## src/rtl/cpu_grp1_exec.sv

```systemverilog
// rtl/cpu_grp1_exec.sv - 6502 group-1 execute unit (ORA/AND/EOR/ADC/STA/LDA/CMP/SBC)
//
// Owns accumulator A (WIDTH = 8 or 16) and status register P (NV1BDIZC).
// Operands are moved over a byte-wide memory bus with a ready handshake.
//
// Ports:
//   clock, reset_n          clock (rising edge), asynchronous active-low reset
//   start, opcode, ea       instruction request, sampled only in IDLE
//   p_load, p_in            load P (bit 5 forced to 1) when idle and not starting
//   address, read, wren     memory cycle control; held stable until ready
//   i_data, o_data, ready   memory read data, write data, access complete
//   a_out, p_out            architectural A and P
//   busy, done, err         not idle / completion pulse / illegal-opcode pulse
module cpu_grp1_exec #(
  parameter int WIDTH   = 8,
  parameter int DECIMAL = 1
) (
  input  logic             clock,
  input  logic             reset_n,
  input  logic             start,
  input  logic [7:0]       opcode,
  input  logic [15:0]      ea,
  input  logic             p_load,
  input  logic [7:0]       p_in,
  output logic [15:0]      address,
  input  logic [7:0]       i_data,
  output logic [7:0]       o_data,
  output logic             read,
  output logic             wren,
  input  logic             ready,
  output logic [WIDTH-1:0] a_out,
  output logic [7:0]       p_out,
  output logic             busy,
  output logic             done,
  output logic             err
);

  typedef enum logic [2:0] {
    S_IDLE, S_RD_LO, S_RD_HI, S_EXEC, S_DEC, S_WR_LO, S_WR_HI
  } state_t;

  localparam logic [2:0] OP_ORA = 3'd0, OP_AND = 3'd1, OP_EOR = 3'd2, OP_ADC = 3'd3,
                         OP_STA = 3'd4, OP_LDA = 3'd5, OP_CMP = 3'd6, OP_SBC = 3'd7;

  state_t           state_q, state_d;
  logic [WIDTH-1:0] a_q, a_d, m_q, m_d;
  logic [7:0]       p_q, p_d, o_data_q, o_data_d;
  logic [2:0]       op_q, op_d;
  logic [15:0]      ea_q, ea_d;
  logic             done_q, done_d, err_q, err_d;

  // Addressing-mode bits are resolved upstream; only the group and operation matter here.
  logic unused_opcode_bits;
  assign unused_opcode_bits = ^opcode[4:2];

  // Binary ALU: ADC adds M, SBC/CMP add ~M; CMP always injects carry 1.
  logic [WIDTH-1:0] b_opnd, alu_res;
  logic [WIDTH:0]   sum;
  logic             carry_in, v_bin;

  always_comb begin
    b_opnd   = (op_q == OP_ADC) ? m_q : ~m_q;
    carry_in = (op_q == OP_CMP) ? 1'b1 : p_q[0];
    sum      = {1'b0, a_q} + {1'b0, b_opnd} + {{WIDTH{1'b0}}, carry_in};
    v_bin    = (a_q[WIDTH-1] == b_opnd[WIDTH-1]) && (sum[WIDTH-1] != a_q[WIDTH-1]);
    case (op_q)
      OP_ORA:  alu_res = a_q | m_q;
      OP_AND:  alu_res = a_q & m_q;
      OP_EOR:  alu_res = a_q ^ m_q;
      OP_LDA:  alu_res = m_q;
      OP_STA:  alu_res = a_q;
      default: alu_res = sum[WIDTH-1:0];
    endcase
  end

  // Decimal result built nibble by nibble so each digit's carry/borrow
  // ripples into the next digit after correction.
  logic [WIDTH-1:0] dec_res;
  logic             dec_c;
  logic [4:0]       nib_t;
  logic [3:0]       nib_d;

  always_comb begin
    dec_res = '0;
    dec_c   = p_q[0];
    nib_t   = '0;
    nib_d   = '0;
    for (int i = 0; i < WIDTH / 4; i++) begin
      nib_t = {1'b0, a_q[4*i +: 4]} + {1'b0, b_opnd[4*i +: 4]} + {4'b0, dec_c};
      if (op_q == OP_ADC) begin
        dec_c = (nib_t > 5'd9);
        nib_d = dec_c ? (nib_t[3:0] + 4'd6) : nib_t[3:0];
      end else begin
        dec_c = nib_t[4];
        nib_d = dec_c ? nib_t[3:0] : (nib_t[3:0] - 4'd6);
      end
      dec_res[4*i +: 4] = nib_d;
    end
  end

  logic dec_mode;
  assign dec_mode = (DECIMAL != 0) && p_q[3];

  always_comb begin
    state_d  = state_q;
    a_d      = a_q;
    p_d      = p_q;
    m_d      = m_q;
    op_d     = op_q;
    ea_d     = ea_q;
    o_data_d = o_data_q;
    done_d   = 1'b0;
    err_d    = 1'b0;
    case (state_q)
      S_IDLE: begin
        if (start) begin
          ea_d = ea;
          op_d = opcode[7:5];
          if (opcode[1:0] != 2'b01) begin
            done_d = 1'b1;
            err_d  = 1'b1;
          end else if (opcode[7:5] == OP_STA) begin
            state_d  = S_WR_LO;
            o_data_d = a_q[7:0];
          end else begin
            state_d = S_RD_LO;
          end
        end else if (p_load) begin
          p_d = p_in | 8'h20;
        end
      end
      S_RD_LO, S_RD_HI: begin
        if (ready) begin
          // Shift the byte in from the top: LO then HI leaves {hi, lo}.
          m_d     = WIDTH'({i_data, m_q} >> 8);
          state_d = (state_q == S_RD_LO && WIDTH == 16) ? S_RD_HI : S_EXEC;
        end
      end
      S_EXEC: begin
        state_d = S_IDLE;
        done_d  = 1'b1;
        case (op_q)
          OP_ADC, OP_SBC: begin
            if (dec_mode) begin
              state_d = S_DEC;
              done_d  = 1'b0;
            end else begin
              a_d  = alu_res;
              p_d[7] = alu_res[WIDTH-1];
              p_d[6] = v_bin;
              p_d[1] = (alu_res == '0);
              p_d[0] = sum[WIDTH];
            end
          end
          OP_CMP: begin
            p_d[7] = alu_res[WIDTH-1];
            p_d[1] = (alu_res == '0);
            p_d[0] = sum[WIDTH];
          end
          default: begin
            a_d  = alu_res;
            p_d[7] = alu_res[WIDTH-1];
            p_d[1] = (alu_res == '0);
          end
        endcase
      end
      S_DEC: begin
        // Inputs are untouched since EXEC, so the decimal path is recomputed here.
        a_d    = dec_res;
        p_d[7] = dec_res[WIDTH-1];
        p_d[6] = v_bin;
        p_d[1] = (dec_res == '0);
        p_d[0] = dec_c;
        state_d = S_IDLE;
        done_d  = 1'b1;
      end
      S_WR_LO: begin
        if (ready) begin
          if (WIDTH == 16) begin
            state_d  = S_WR_HI;
            o_data_d = 8'(a_q >> 8);
          end else begin
            state_d = S_IDLE;
            done_d  = 1'b1;
          end
        end
      end
      S_WR_HI: begin
        if (ready) begin
          state_d = S_IDLE;
          done_d  = 1'b1;
        end
      end
      default: state_d = S_IDLE;
    endcase
  end

  always_ff @(posedge clock or negedge reset_n) begin
    if (!reset_n) begin
      state_q  <= S_IDLE;
      a_q      <= '0;
      p_q      <= 8'h24;
      m_q      <= '0;
      op_q     <= '0;
      ea_q     <= '0;
      o_data_q <= '0;
      done_q   <= 1'b0;
      err_q    <= 1'b0;
    end else begin
      state_q  <= state_d;
      a_q      <= a_d;
      p_q      <= p_d;
      m_q      <= m_d;
      op_q     <= op_d;
      ea_q     <= ea_d;
      o_data_q <= o_data_d;
      done_q   <= done_d;
      err_q    <= err_d;
    end
  end

  // Bus controls decode straight from state so reset drops them without a clock.
  assign address = (state_q == S_RD_HI || state_q == S_WR_HI) ? ea_q + 16'd1 : ea_q;
  assign read    = (state_q == S_RD_LO) || (state_q == S_RD_HI);
  assign wren    = (state_q == S_WR_LO) || (state_q == S_WR_HI);
  assign o_data  = o_data_q;
  assign a_out   = a_q;
  assign p_out   = p_q;
  assign busy    = (state_q != S_IDLE);
  assign done    = done_q;
  assign err     = err_q;

endmodule

```

## config.mk

```make
export PLATFORM = sky130hd
export DESIGN_NAME = cpu_grp1_exec
export DESIGN_NICKNAME = d
export VERILOG_FILES = /design/src/rtl/cpu_grp1_exec.sv
export SDC_FILE = /design/constraint.sdc
export NUM_CORES = 1
export LEC_CHECK = 0
export ABC_AREA = 1
export CAP_MARGIN = 5
export CORE_MARGIN = 8
export CORE_UTILIZATION = 53
export DETAILED_ROUTE_END_ITERATION = 16
export PLACE_DENSITY = 0.84
export SETUP_SLACK_MARGIN = 0.15
export SYNTH_ARGS = -nofsm -noshare
export SYNTH_HDL_FRONTEND = slang
export SYNTH_SLANG_ARGS = --single-unit
```

## constraint.sdc

```tcl
create_clock -name clock -period 5.66 [get_ports clock]
set_input_delay 0.566 -clock clock [delete_from_list [all_inputs] [get_ports clock]]
set_output_delay 0.566 -clock clock [all_outputs]
set_load 0.01 [all_outputs]
```

[Yosys cells after proc, flatten, opt, wreduce, memory -nomap -nowiden]
Index checks and enable logic that the tools add are counted.
Word-level totals
  register bits: 55
  input bits: 45
  output and inout bits: 45
  logic and storage cells: 122
Operators by class
  add/subtract/negate cells: 11
  $lt $le $gt $ge: 2
  equal/unequal tests: 28
  multiplexer cells: 40
  bitwise operators: 6
  reduce and logical (&&, ||, !) cells: 23
Operators by type and width (count)
  8-bit one-hot mux with 5 select lines: 1
  8-bit two-way mux: 4
  8-bit one-hot mux with 2 select lines: 2
  3-bit equality test (second input constant): 8
  4-bit two-way mux: 6
  3-bit two-way mux: 7
  16-bit by 1-bit adder with 16-bit output (second input constant): 1
  8-bit zero test: 2
  16-bit two-way mux: 1
  2-bit inequality test (second input constant): 7
  3-bit by 2-bit equality test with 1-bit output (second input constant): 4
  1-bit two-way mux: 12
  2-bit one-hot mux with 3 select lines: 2
  3-bit one-hot mux with 4 select lines: 1
  4-bit AND reduction: 3
  4-bit by 4-bit adder with 5-bit output: 2
  5-bit by 1-bit adder with 5-bit output: 2
  5-bit by 4-bit > comparator with 1-bit output (second input constant): 2
  5-bit AND reduction: 2
  8-bit by 8-bit adder with 9-bit output: 1
  9-bit by 1-bit adder with 9-bit output: 1
  4-bit by 3-bit adder with 4-bit output (second input constant): 2
  8-bit AND: 1
  8-bit NOT: 1
  21 further kinds: 35

[Logic depth before layout (Yosys ltp)]
  word-level depth: 12
  depth in mapped cells: 33
  gate-level depth less buffers: 30

[Worst setup path after synthesis]
OpenSTA, ideal clock, no wires.
  kind: reg-to-reg
  from: register op_q[1]
  to: register p_q[1], in the netlist p_out[1]
  setup time: 65 ps
  data arrival time: 4842 ps
  data required time: 5595 ps
  slack: 753 ps
  cell stages (with the launch flop): 33
  path buffers: 2
  period minus slack after synthesis: 4907 ps
  path through: dfrtp_1 -> buf_4 -> nand2_2 -> nor2_4 -> buf_2 -> xor2_1 -> fa_1 -> fa_1 -> xor2_2 -> ha_1 -> inv_1 -> a21oi_1 -> a21oi_1 -> nand2_2 -> o21ai_0 -> fa_1 -> inv_1 -> fa_1 -> xor2_2 -> ha_1 -> inv_1 -> nor2_1 -> a21oi_1 -> nand2_1 -> nand2_1 -> nand2_1 -> nand3_1 -> nand2_1 -> nor2_1 -> nand3_1 -> nand2_1 -> nand2_1 -> nand2_1
On the way
  longest elaborated chain between the ends: 12
  elaborated cells on any way between the ends: 38
  classes of those cells: 10 x add/sub; 2 x order compare; 8 x eq/ne; 13 x mux; 5 x reduce/logical
RTL lines
  start: declaration: RTL line 48  | logic [2:0] op_q, op_d;
  start signal: assignment: RTL line 214  | op_q <= op_d;
  3-bit by 2-bit equality test with 1-bit output: RTL line 62, 90, 142
  8-bit two-way mux: RTL line 62  | b_opnd = (op_q == OP_ADC) ? m_q : ~m_q;
  4-bit by 4-bit adder with 5-bit output: RTL line 89  | nib_t = {1'b0, a_q[4*i +: 4]} + {1'b0, b_opnd[4*i +: 4]} + {4'b0, dec_c};
  5-bit by 1-bit adder with 5-bit output: RTL line 89
  5-bit by 4-bit > comparator with 1-bit output: RTL line 91  | dec_c = (nib_t > 5'd9);
  1-bit two-way mux: RTL line 90  | if (op_q == OP_ADC) begin
  5-bit by 1-bit adder with 5-bit output: RTL line 89
  4-bit by 3-bit subtractor with 4-bit output, or another cell as far along: RTL line 95  | nib_d = dec_c ? nib_t[3:0] : (nib_t[3:0] - 4'd6);
  4-bit two-way mux (on tied branches): RTL line 95, 92
  4-bit two-way mux: RTL line 90
  8-bit zero test: RTL line 172  | p_d[1] = (dec_res == '0);
  2-bit one-hot mux with 3 select lines: RTL line 114  | case (state_q)
  end signal: assignment: RTL line 212  | p_q <= p_d;
  end: declaration: RTL line 47  | logic [7:0] p_q, p_d, o_data_q, o_data_d;
Parallel ways exist; a longest one is shown, timed or not. The select of a mux whose other input is x is not followed.
A chain may end at the register's enable or synchronous reset.

[Worst setup path after layout]
  from: register op_q[2]
  to: register p_q[1], in the netlist p_out[1]
Same word-level chain as after synthesis.

==> results.toml <==
[status]
status = "finished clean"

[cts]
clock-sinks = 55
clock_path_buffers = 2
cts_buffers = 5
cts_tree = "yes"
path_clk_slew_ns = 0.10
ctsRootBufferMaster = "clkbuf_8"
holdBufCountCts = 0
cts_max_level = 2
postCtsSetupBuffers = 0
postCtsResizedCells = 0
clkLatencyLatePin_ns = 0.31

[synth]
ys_seq_area_frac = 0.302
yosysTopAreaCell = "dfrtp_1"
ys_types = 47
synth_top_family_by_area = "simple AND/OR/NAND/NOR gates"
yosys_register_bits = 55
ys_top_cells_by_area = "dfrtp_1 30%, nand2_1 13%, ha_1 8.0%, inv_1 6.3%, nand3_1 4.9%"
async_flop_share = 1.00
synth_fa_ha_area_frac = 0.106
ys_warn_count = 0
synth_compound_area_frac = 0.112
yosys.area_share.simple = 0.313
synth_top_area_frac = 0.296
synthTopCellsByCount = "156 x nand2_1, 76 x inv_1, 54 x dfrtp_1"
synth_fp_nets = 702
syn_inst = 622
synth_edf_count = 0
synth_top_flop_cell = "dfrtp_1"
syn_area_mm2 = 0.00456
yosysMostFrequentCell = "nand2_1"
syn_avg_cell_area_um2 = 7.34
yosys-mux-area-fraction = 0.00740
synth-xor-area-share = 0.0590

[timing]
tns_ns = 0
grt_setup_unrepaired = "no"
relSlewSlack = 0.534
timing.fmax_ghz = 0.201
hold_violations = 0
clock_skew_ns = 0.00558
finalSetupViolCount = 0
period_needed_ns = 4.98
fin_crit_sh = 0.880
slew_violations = 0
worst_pin_slew_ns = 0.700

[critical_path]
start_kind = "flip-flop"
arrival_ns = 5.24
cpLargestDelayFamily = "adder cells"
rr_endpoint = "p_out[1]"
path_depth = 29
reg2reg_setup_slack_ns = 0.68
cp_num_buf_inv = 3
criticalPathCategory = "flip-flop to flip-flop"
crit_top_cell = "nand2_1"
cp_max_fo = 10
r2r_cells = 29
cpPeakStageDelay_ns = 0.51
critPathCaptureType = "flip-flop"
cpMaxStageDelayCell = "dfrtp_2"
required_ns = 5.92
timing.rr.start = "op_q[2]"

[route]
ant_nets = 0
routed-via-count = 4379
first_pass_iters = 5
drt_iter0_drc = 284
routed_via_density = 5.41
finalWirelength_mm = 12.5
wire_per_inst_um = 15.4
drc = 0

[grt]
grt_pass1_wl_mm = 20.3
grt_antenna_before_repair = 0
grtUsageTotal = 0.212
overflow = 0
grt_max_degree = 56
grt_pass1_vias = 4175

[floorplan]
row_count = 34
initial_utilization = 0.534
fp.dieW_um = 109
coreArea_mm2 = 0.00855
die_y_um = 109
ioPinCount = 90
die_area_mm2 = 0.0118

[pwr]
power_w = 0.00406
p_clk_frac = 0.057
cellLeakagePower_nw = 2.73
comb_power_share = 0.765
p_int_w = 0.00185
swShare = 0.545
ir_worst_vdd_v = 0.000615
p_seq_frac = 0.178
p_per_area_mw_per_mm2 = 731
p_sw_w = 0.00221

[placement]
post-dp-hpwl_mm = 9.99
port_buffers = 84
placed_cells = 802
gp_congestion = 0.914

[cells_and_area]
drive_above_1_share = 0.104
num-fill-cells = 743
antennaDiodeCount = 0
final_cell_count_no_fill = 810
nets = 781
syn_to_final_growth_pct = 21.6

[min_path]
hp-class = "primary input to async pin"

[run]
cap_viol_max_count = 0
[cell families (layout without fill, tap and decap cells)]
family                     Yosys count  after routing
and+or+nand+nor                    306            306
buffers and inverters              106            186
AOI/OAI and AO/OA                   87             87
DFF                                 55             55
adders and majority gates           35             35
xor gates and xnor gates            29             29
muxes                                3              3
other                                1              1
[cell type report]
cell class,instances,area (µm²),area share
clock buffer,7,86.3,0.0156
clock inverter,1,8.76,0.00158
inverter,89,342,0.0615
sequential,55,1380,0.248
tap,108,135,0.0243
timing repair buffer,89,873,0.157
multi-input combinational,461,2730,0.491
[state kept, by name (all words and copies together), names as in the netlist]
name     count
a_out        8
done         1
ea_q        16
err          1
m_q          8
o_data       8
op_q         3
p_out        7
state_q      3
[metal layers]
| metal | GRT usage | part of all wire | vias to the layer above |
|---|---|---|---|
| met2 | 0.366 | 0.49 | 167 |
| li1 | - | - | 2151 |
| met4 | 0.0674 | 0.020 | 0 |
| met5 | 0 | 0 | - |
| met3 | 0.0284 | 0.076 | 21 |
| met1 | 0.267 | 0.41 | 2040 |
[stage by stage]
| step | instance area [µm²] | hold slack, ns | setup slack [ns] | util |
|---|---|---|---|---|
| after detailed placement | 5450 | 0.469 | 0.570 | 0.638 |
| final | 5550 | 0.367 | 0.678 | 0.649 |
| after global placement | 5450 | 0.467 | 0.652 | 0.638 |
| after global routing | 5550 | 0.446 | 0.187 | 0.649 |
| after CTS | 5550 | 0.404 | 0.554 | 0.649 |
| after floorplan | 4560 | 0.270 | 0.753 | - |
[placed cells by master, fill, tap and decap left out, types with 2 or more instances in the layout]
master	netlist	layout
clkdlybuf4s50_1	0	83
o21ai_2	8	8
inv_1	76	76
nand3_2	2	2
nor2_1	51	51
clkbuf_8	0	6
o22ai_1	6	6
nand4_1	11	11
xor2_1	24	24
nand2_1	156	156
nor2_4	4	4
a31oi_1	5	5
o21ai_1	6	6
nand2_2	6	6
ha_1	29	29
a21oi_1	26	26
xor2_2	2	2
nand3_1	45	45
nor2_2	5	5
xnor2_1	3	3
nor3_1	6	6
inv_2	11	11
nand3b_1	6	6
nor3_2	6	6
clkinv_4	1	2
o21ai_0	29	29
a21oi_2	2	2
fa_1	6	6
mux2_2	3	3
dfrtp_1	54	53
buf_4	7	5
o211ai_1	2	2
[power groups by stage]
stage                     Combinational [W]  Sequential, W  Clock [W]
final                               0.00311       0.000723   0.000231
after global routing                0.00353       0.000743   0.000251
after CTS                           0.00310       0.000720   0.000237
after detailed placement            0.00308       0.000726          0
after global placement              0.00302       0.000723          0
after floorplan                     0.00224       0.000713          0
[how the worst max path moves through the flow]
stage	startpoint	to	slack [ns]
5_1_grt	op_q[2]	p_out[1]	0.19
4_1_cts	op_q[2]	p_out[1]	0.55
2_1_floorplan	op_q[1]	p_out[1]	0.75
6_report	op_q[2]	p_out[1]	0.68
3_3_place_gp	op_q[2]	p_out[1]	0.65
3_5_place_dp	op_q[2]	p_out[1]	0.57
(Power assumes the default switching activity.)
